## src/rtl/chunked_add_sub.sv

```systemverilog
// Multi-cycle two's-complement adder/subtractor, CHUNK_WIDTH bits per cycle, LS chunk first.
// Optional result saturation on signed overflow: define CHUNKED_ADD_SUB_SATURATE_EN.
module chunked_add_sub #(
  parameter int unsigned DATA_WIDTH  = 16,
  parameter int unsigned CHUNK_WIDTH = 4
) (
  input  logic                  clk,
  input  logic                  rst,
  input  logic                  in_valid,
  output logic                  in_ready,
  input  logic [DATA_WIDTH-1:0] a,
  input  logic [DATA_WIDTH-1:0] b,
  input  logic                  op_sub,
  output logic                  out_valid,
  input  logic                  out_ready,
  output logic [DATA_WIDTH-1:0] result,
  output logic                  carry_out,
  output logic                  overflow,
  output logic                  zero
);

  localparam int unsigned NUM_CHUNKS = DATA_WIDTH / CHUNK_WIDTH;
  localparam int unsigned CNT_W      = (NUM_CHUNKS > 1) ? $clog2(NUM_CHUNKS) : 1;
  localparam int unsigned MSB        = DATA_WIDTH - 1;
  localparam logic [CNT_W-1:0] LAST_CNT = CNT_W'(NUM_CHUNKS - 1);

  generate
    if ((DATA_WIDTH % CHUNK_WIDTH) != 0) begin : g_width_check
      $error("chunked_add_sub: DATA_WIDTH must be a multiple of CHUNK_WIDTH");
    end
  endgenerate

  typedef enum logic [1:0] {IDLE, RUN, DONE} state_t;

  state_t                r_state;
  state_t                w_state_nxt;
  logic [DATA_WIDTH-1:0] r_a;
  logic [DATA_WIDTH-1:0] r_b;
  logic [DATA_WIDTH-1:0] r_acc;
  logic                  r_carry;
  logic [CNT_W-1:0]      r_cnt;
  logic                  r_in_ready;
  logic                  r_out_valid;
  logic [DATA_WIDTH-1:0] r_result;
  logic                  r_carry_out;
  logic                  r_overflow;
  logic                  r_zero;

  logic [31:0]            w_bit_pos;
  logic [CHUNK_WIDTH-1:0] w_a_chunk;
  logic [CHUNK_WIDTH-1:0] w_b_chunk;
  logic [CHUNK_WIDTH:0]   w_chunk_ext;
  logic [DATA_WIDTH-1:0]  w_full;
  logic [DATA_WIDTH-1:0]  w_final;
  logic                   w_ovf;
  logic                   w_last;

  always_ff @(posedge clk or posedge rst) begin
    if (rst) r_state <= IDLE;
    else     r_state <= w_state_nxt;
  end

  always_comb begin
    w_state_nxt = r_state;
    unique case (r_state)
      IDLE:    if (in_valid)  w_state_nxt = RUN;
      RUN:     if (w_last)    w_state_nxt = DONE;
      DONE:    if (out_ready) w_state_nxt = IDLE;
      default: w_state_nxt = IDLE;
    endcase
  end

  // One chunk of A + B' + carry; w_full merges it into the partial result
  always_comb begin
    w_last      = (r_cnt == LAST_CNT);
    w_bit_pos   = 32'(r_cnt) * CHUNK_WIDTH;
    w_a_chunk   = CHUNK_WIDTH'(r_a >> w_bit_pos);
    w_b_chunk   = CHUNK_WIDTH'(r_b >> w_bit_pos);
    w_chunk_ext = {1'b0, w_a_chunk} + {1'b0, w_b_chunk} + (CHUNK_WIDTH + 1)'(r_carry);
    w_full      = r_acc | (DATA_WIDTH'(w_chunk_ext[CHUNK_WIDTH-1:0]) << w_bit_pos);
    w_ovf       = (r_a[MSB] == r_b[MSB]) & (w_full[MSB] != r_a[MSB]);
`ifdef CHUNKED_ADD_SUB_SATURATE_EN
    if (w_ovf) w_final = r_a[MSB] ? {1'b1, {(DATA_WIDTH-1){1'b0}}} : {1'b0, {(DATA_WIDTH-1){1'b1}}};
    else       w_final = w_full;
`else
    w_final     = w_full;
`endif
  end

  always_ff @(posedge clk or posedge rst) begin
    if (rst) begin
      r_a         <= '0;
      r_b         <= '0;
      r_acc       <= '0;
      r_carry     <= 1'b0;
      r_cnt       <= '0;
      r_in_ready  <= 1'b1;
      r_out_valid <= 1'b0;
      r_result    <= '0;
      r_carry_out <= 1'b0;
      r_overflow  <= 1'b0;
      r_zero      <= 1'b0;
    end else begin
      r_in_ready  <= (w_state_nxt == IDLE);
      r_out_valid <= (w_state_nxt == DONE);
      unique case (r_state)
        IDLE: begin
          if (in_valid) begin
            r_a     <= a;
            r_b     <= op_sub ? ~b : b;
            r_carry <= op_sub;
            r_cnt   <= '0;
            r_acc   <= '0;
          end
        end
        RUN: begin
          r_acc   <= w_full;
          r_carry <= w_chunk_ext[CHUNK_WIDTH];
          r_cnt   <= r_cnt + CNT_W'(1);
          if (w_last) begin
            r_result    <= w_final;
            r_carry_out <= w_chunk_ext[CHUNK_WIDTH];
            r_overflow  <= w_ovf;
            r_zero      <= (w_final == '0);
          end
        end
        default: ;
      endcase
    end
  end

  assign in_ready  = r_in_ready;
  assign out_valid = r_out_valid;
  assign result    = r_result;
  assign carry_out = r_carry_out;
  assign overflow  = r_overflow;
  assign zero      = r_zero;

endmodule

```

## config.mk

```make
export PLATFORM = sky130hd
export DESIGN_NAME = chunked_add_sub
export DESIGN_NICKNAME = d
export VERILOG_FILES = /design/src/rtl/chunked_add_sub.sv
export SDC_FILE = /design/constraint.sdc
export NUM_CORES = 1
export LEC_CHECK = 0
export ABC_CLOCK_PERIOD_IN_PS = 3100
export BUFFER_PORTS_ARGS = -buffer_cell sky130_fd_sc_hd__buf_2
export CORE_UTILIZATION = 56
export DETAILED_ROUTE_END_ITERATION = 10
export PLACE_DENSITY = 0.89
export SYNTH_ARGS = -nofsm -noshare
export SYNTH_HDL_FRONTEND = slang
export SYNTH_SLANG_ARGS = --single-unit
```

## constraint.sdc

```tcl
create_clock -name clk -period 3.1 [get_ports clk]
set_input_delay 0 -clock clk [delete_from_list [all_inputs] [get_ports clk]]
set_output_delay 0 -clock clk [all_outputs]
set_load 0.01 [all_outputs]
```

==> metrics.txt <==
number of library cell types mapped by synthesis 38; number of diodes 0; worst vdd ir 0.755 mV; Final setup viols 0; Fin. Hold Viols 0; Sw Ratio 0.422; clock share of power 0.165; Syn Inst Count 344; area grow syn2layout 25.7%; first-pass detailed-route iteration total 4; mapped cell area 3470 µm²; CTS tree done; critical path capture point type flip-flop; crit path from r_cnt[0]$_DFFE_PP0P_; total track usage 0.298; Leak 0.00215 µW; largest cells by area after synthesis dfrtp_1 (53%), nand2_1 (9.8%), o21ai_0 (5.5%); clk sink count 74; Mapped Avg Cell Area 10.1 µm²; Pwr Density 1180 nW/µm²; slowest CP cell mux4_2; number of max-cap violations 0; crit-path max FO 6; vias in the first global route 2930; Synth warnings 0; Syn Nets 387; Worst EP arrival 3.08 ns; Setup Buffers After CTS 0; unrepaired setup endpoints after global routing false; Routed Antenna Nets 0; worst min path class input pin to flip-flop; outcome complete, no violations; Root Buffer clkbuf_8; largest net degree at the start of global routing 48; share of layout cells above drive strength 1 0.214; worst r2r dst zero$_DFFE_PP0P_; starting DRC count in detailed routing 161; Max Clock Freq 358 MHz; Util after Layout 0.733; post-route cell area 4370 µm²; Worst setup SP type flip-flop; worst setup path end zero$_DFFE_PP0P_; die area 6520 µm²; final wirelength 8720 µm; CTS H-tree lvls 3; skew final 0.0139 ns; Worst R2R Start r_cnt[0]$_DFFE_PP0P_; # fillers 434; first-pass GRT wire length 14000 µm; net switching power figure 2170 µW; main flop type after synthesis dfrtp_1; Synth area leader dfrtp_1; worst path required time 3.38 ns; CP Cell Sequence mux4_2 -> fa_1 -> inv_1 -> fa_1 -> nor4b_1 -> nand4_1 -> nor4_1 -> a22o_1; io pins 58; core area 5960 µm²; Hold Crit Depth 3; via count 2826; cell mode on critical path fa_1; Post-synth EDFFs 0; Port Buf Inserts 57; sequential fraction of the synthesis area 0.533; DR WL/cell 17.0 µm; period utilization 0.901; final slew viol count 0; # DRC 0; type of the worst setup path flip-flop to flip-flop; routability congestion estimate 0.901; fraction of registers with async set/reset 1.00; # rows 28; TNS Setup 0 ns; Tmin final 2.79 ns; slowest cell delay on critical path 0.55 ns; reg2reg path depth 8; die span in x 80.8 µm; initial antenna violation count 0; Placed Area 3810 µm²; total congestion overflow 0; Avg Vias per Cell 5.50; flop2flop setup slack 0.31 ns; Final #Nets 477; synthesized flop and latch total 74; CTS buffer count 9; hold path startpoint b[9]; most frequent cell after synthesis nand2_1; Skew-Pair Late Insertion Delay 0.35 ns; Worst-Margin Slew 0.846 ns; Flop pwr share 0.340; Die Y 80.8 µm; Combinational Power Share 0.495; P_int 2970 µW; share of the synthesized area in the top cell type 0.526; Starting Density 0.583; Synth top cells by count nand2_1 (91), dfrtp_1 (73), o21ai_0 (38), nor2_1 (19), xnor2_1 (16); clk buf depth 2; hpwl dp 5340 µm; CTS clock-pin slew for the worst setup and hold paths 0.07 ns; Rel. slew slack 0.436
-- power groups by stage --
stage	clock network, µW	logic [µW]	registers [µW]
floorplan	0	1720	1680
global route	903	2820	1800
finish	847	2550	1750
detailed placement	0	2450	1750
global placement	0	2350	1720
CTS	860	2510	1740
-- critical path, delay by kind of cell (launching register included) --
family / cells / cell delay (ns)
and+or+nand+nor: 3 / 0.73
DFF: 1 / 0.48
AOI/OAI and AO/OA: 1 / 0.20
muxes: 1 / 0.55
adders and majority gates: 2 / 0.67
buffers and inverters: 1 / 0.09
-- metrics by stage --
step,setup slack [ns],hold slack (ns),std cells,power (µW)
detailed placement,0.371,0.0871,465,4190
global placement,0.458,0.0712,465,4060
CTS,0.229,0.00833,514,5120
finish,0.308,0.0197,514,5140
floorplan,0.528,0.105,344,3400
global route,0.0756,0.00909,514,5520
-- metal layers --
metal / global-route usage / up-vias / share of wire / wire length [µm]
met2: 0.526 / 100 / 0.52 / 4540
met5: 0 / - / 0 / 0
met4: 0.154 / 0 / 0.028 / 241
met1: 0.344 / 1357 / 0.41 / 3540
met3: 0.0562 / 23 / 0.046 / 399
li1: - / 1346 / - / -
-- kinds of logic after synthesis --
group / share of synthesized area
xor gates and xnor gates: 0.0454
adders and majority gates: 0.0259
buffers and inverters: 0.0439
and+or+nand+nor: 0.160
muxes: 0.0706
AOI/OAI and AO/OA: 0.121
DFF: 0.533
-- registers in the layout, summed over array words and instances, names as in the netlist --
signal and flops:
r_b 16, r_state 2, carry_out 1, in_ready 1, r_a 16, zero 1
r_acc 16, r_carry 1, overflow 1, result 16, r_cnt 2, out_valid 1
-- worst min path at each step --
stage | to | slack [ns]
global route | r_b[0]$_DFFE_PP0P_ | 0.009
CTS | r_b[0]$_DFFE_PP0P_ | 0.008
floorplan | r_a[0]$_DFFE_PP0P_ | 0.11
finish | r_b[9]$_DFFE_PP0P_ | 0.02
detailed placement | result[13]$_DFFE_PP0P_ | 0.09
global placement | result[13]$_DFFE_PP0P_ | 0.07
-- area by class of cell --
| class | count | area, µm² | area share |
|---|---|---|---|
| flip-flops and latches | 74 | 1850 | 0.425 |
| multi-input cells | 240 | 1470 | 0.336 |
| clock inverters | 4 | 73.8 | 0.0169 |
| repair buffers | 99 | 683 | 0.156 |
| well taps | 75 | 93.8 | 0.0215 |
| clock buffers | 12 | 155 | 0.0355 |
| inverters | 10 | 37.5 | 0.00860 |
-- repair_timing --
| item | CTS | global route |
|---|---|---|
| endpoints found under the hold margin | 60 | 0 |
| gates resized for setup | 0 | 1 |
| setup endpoints to repair | 0 | 1 |
| hold buffers | 33 | 0 |
-- layout by cell type (no fill, tap or decap), drive strengths merged, types with 2 or more instances in the layout --
| cell | netlist | layout |
|---|---|---|
| a21o | 2 | 2 |
| a21oi | 15 | 15 |
| a22o | 6 | 6 |
| a31oi | 5 | 5 |
| buf | 15 | 66 |
| bufinv | 0 | 2 |
| clkbuf | 5 | 12 |
| clkinv | 0 | 2 |
| dfrtp | 73 | 73 |
| dlygate4sd3 | 0 | 33 |
| fa | 2 | 2 |
| ha | 4 | 4 |
| inv | 10 | 10 |
| mux2i | 5 | 5 |
| mux4 | 8 | 8 |
| nand2 | 92 | 92 |
| nand2b | 5 | 5 |
| nand4b | 2 | 2 |
| nor2 | 19 | 19 |
| nor2b | 2 | 2 |
| nor4 | 3 | 3 |
| o21ai | 38 | 38 |
| o31ai | 3 | 3 |
| or4 | 2 | 2 |
| xnor2 | 16 | 16 |
| xor2 | 2 | 2 |
Power figures use the tool's default switching activity.
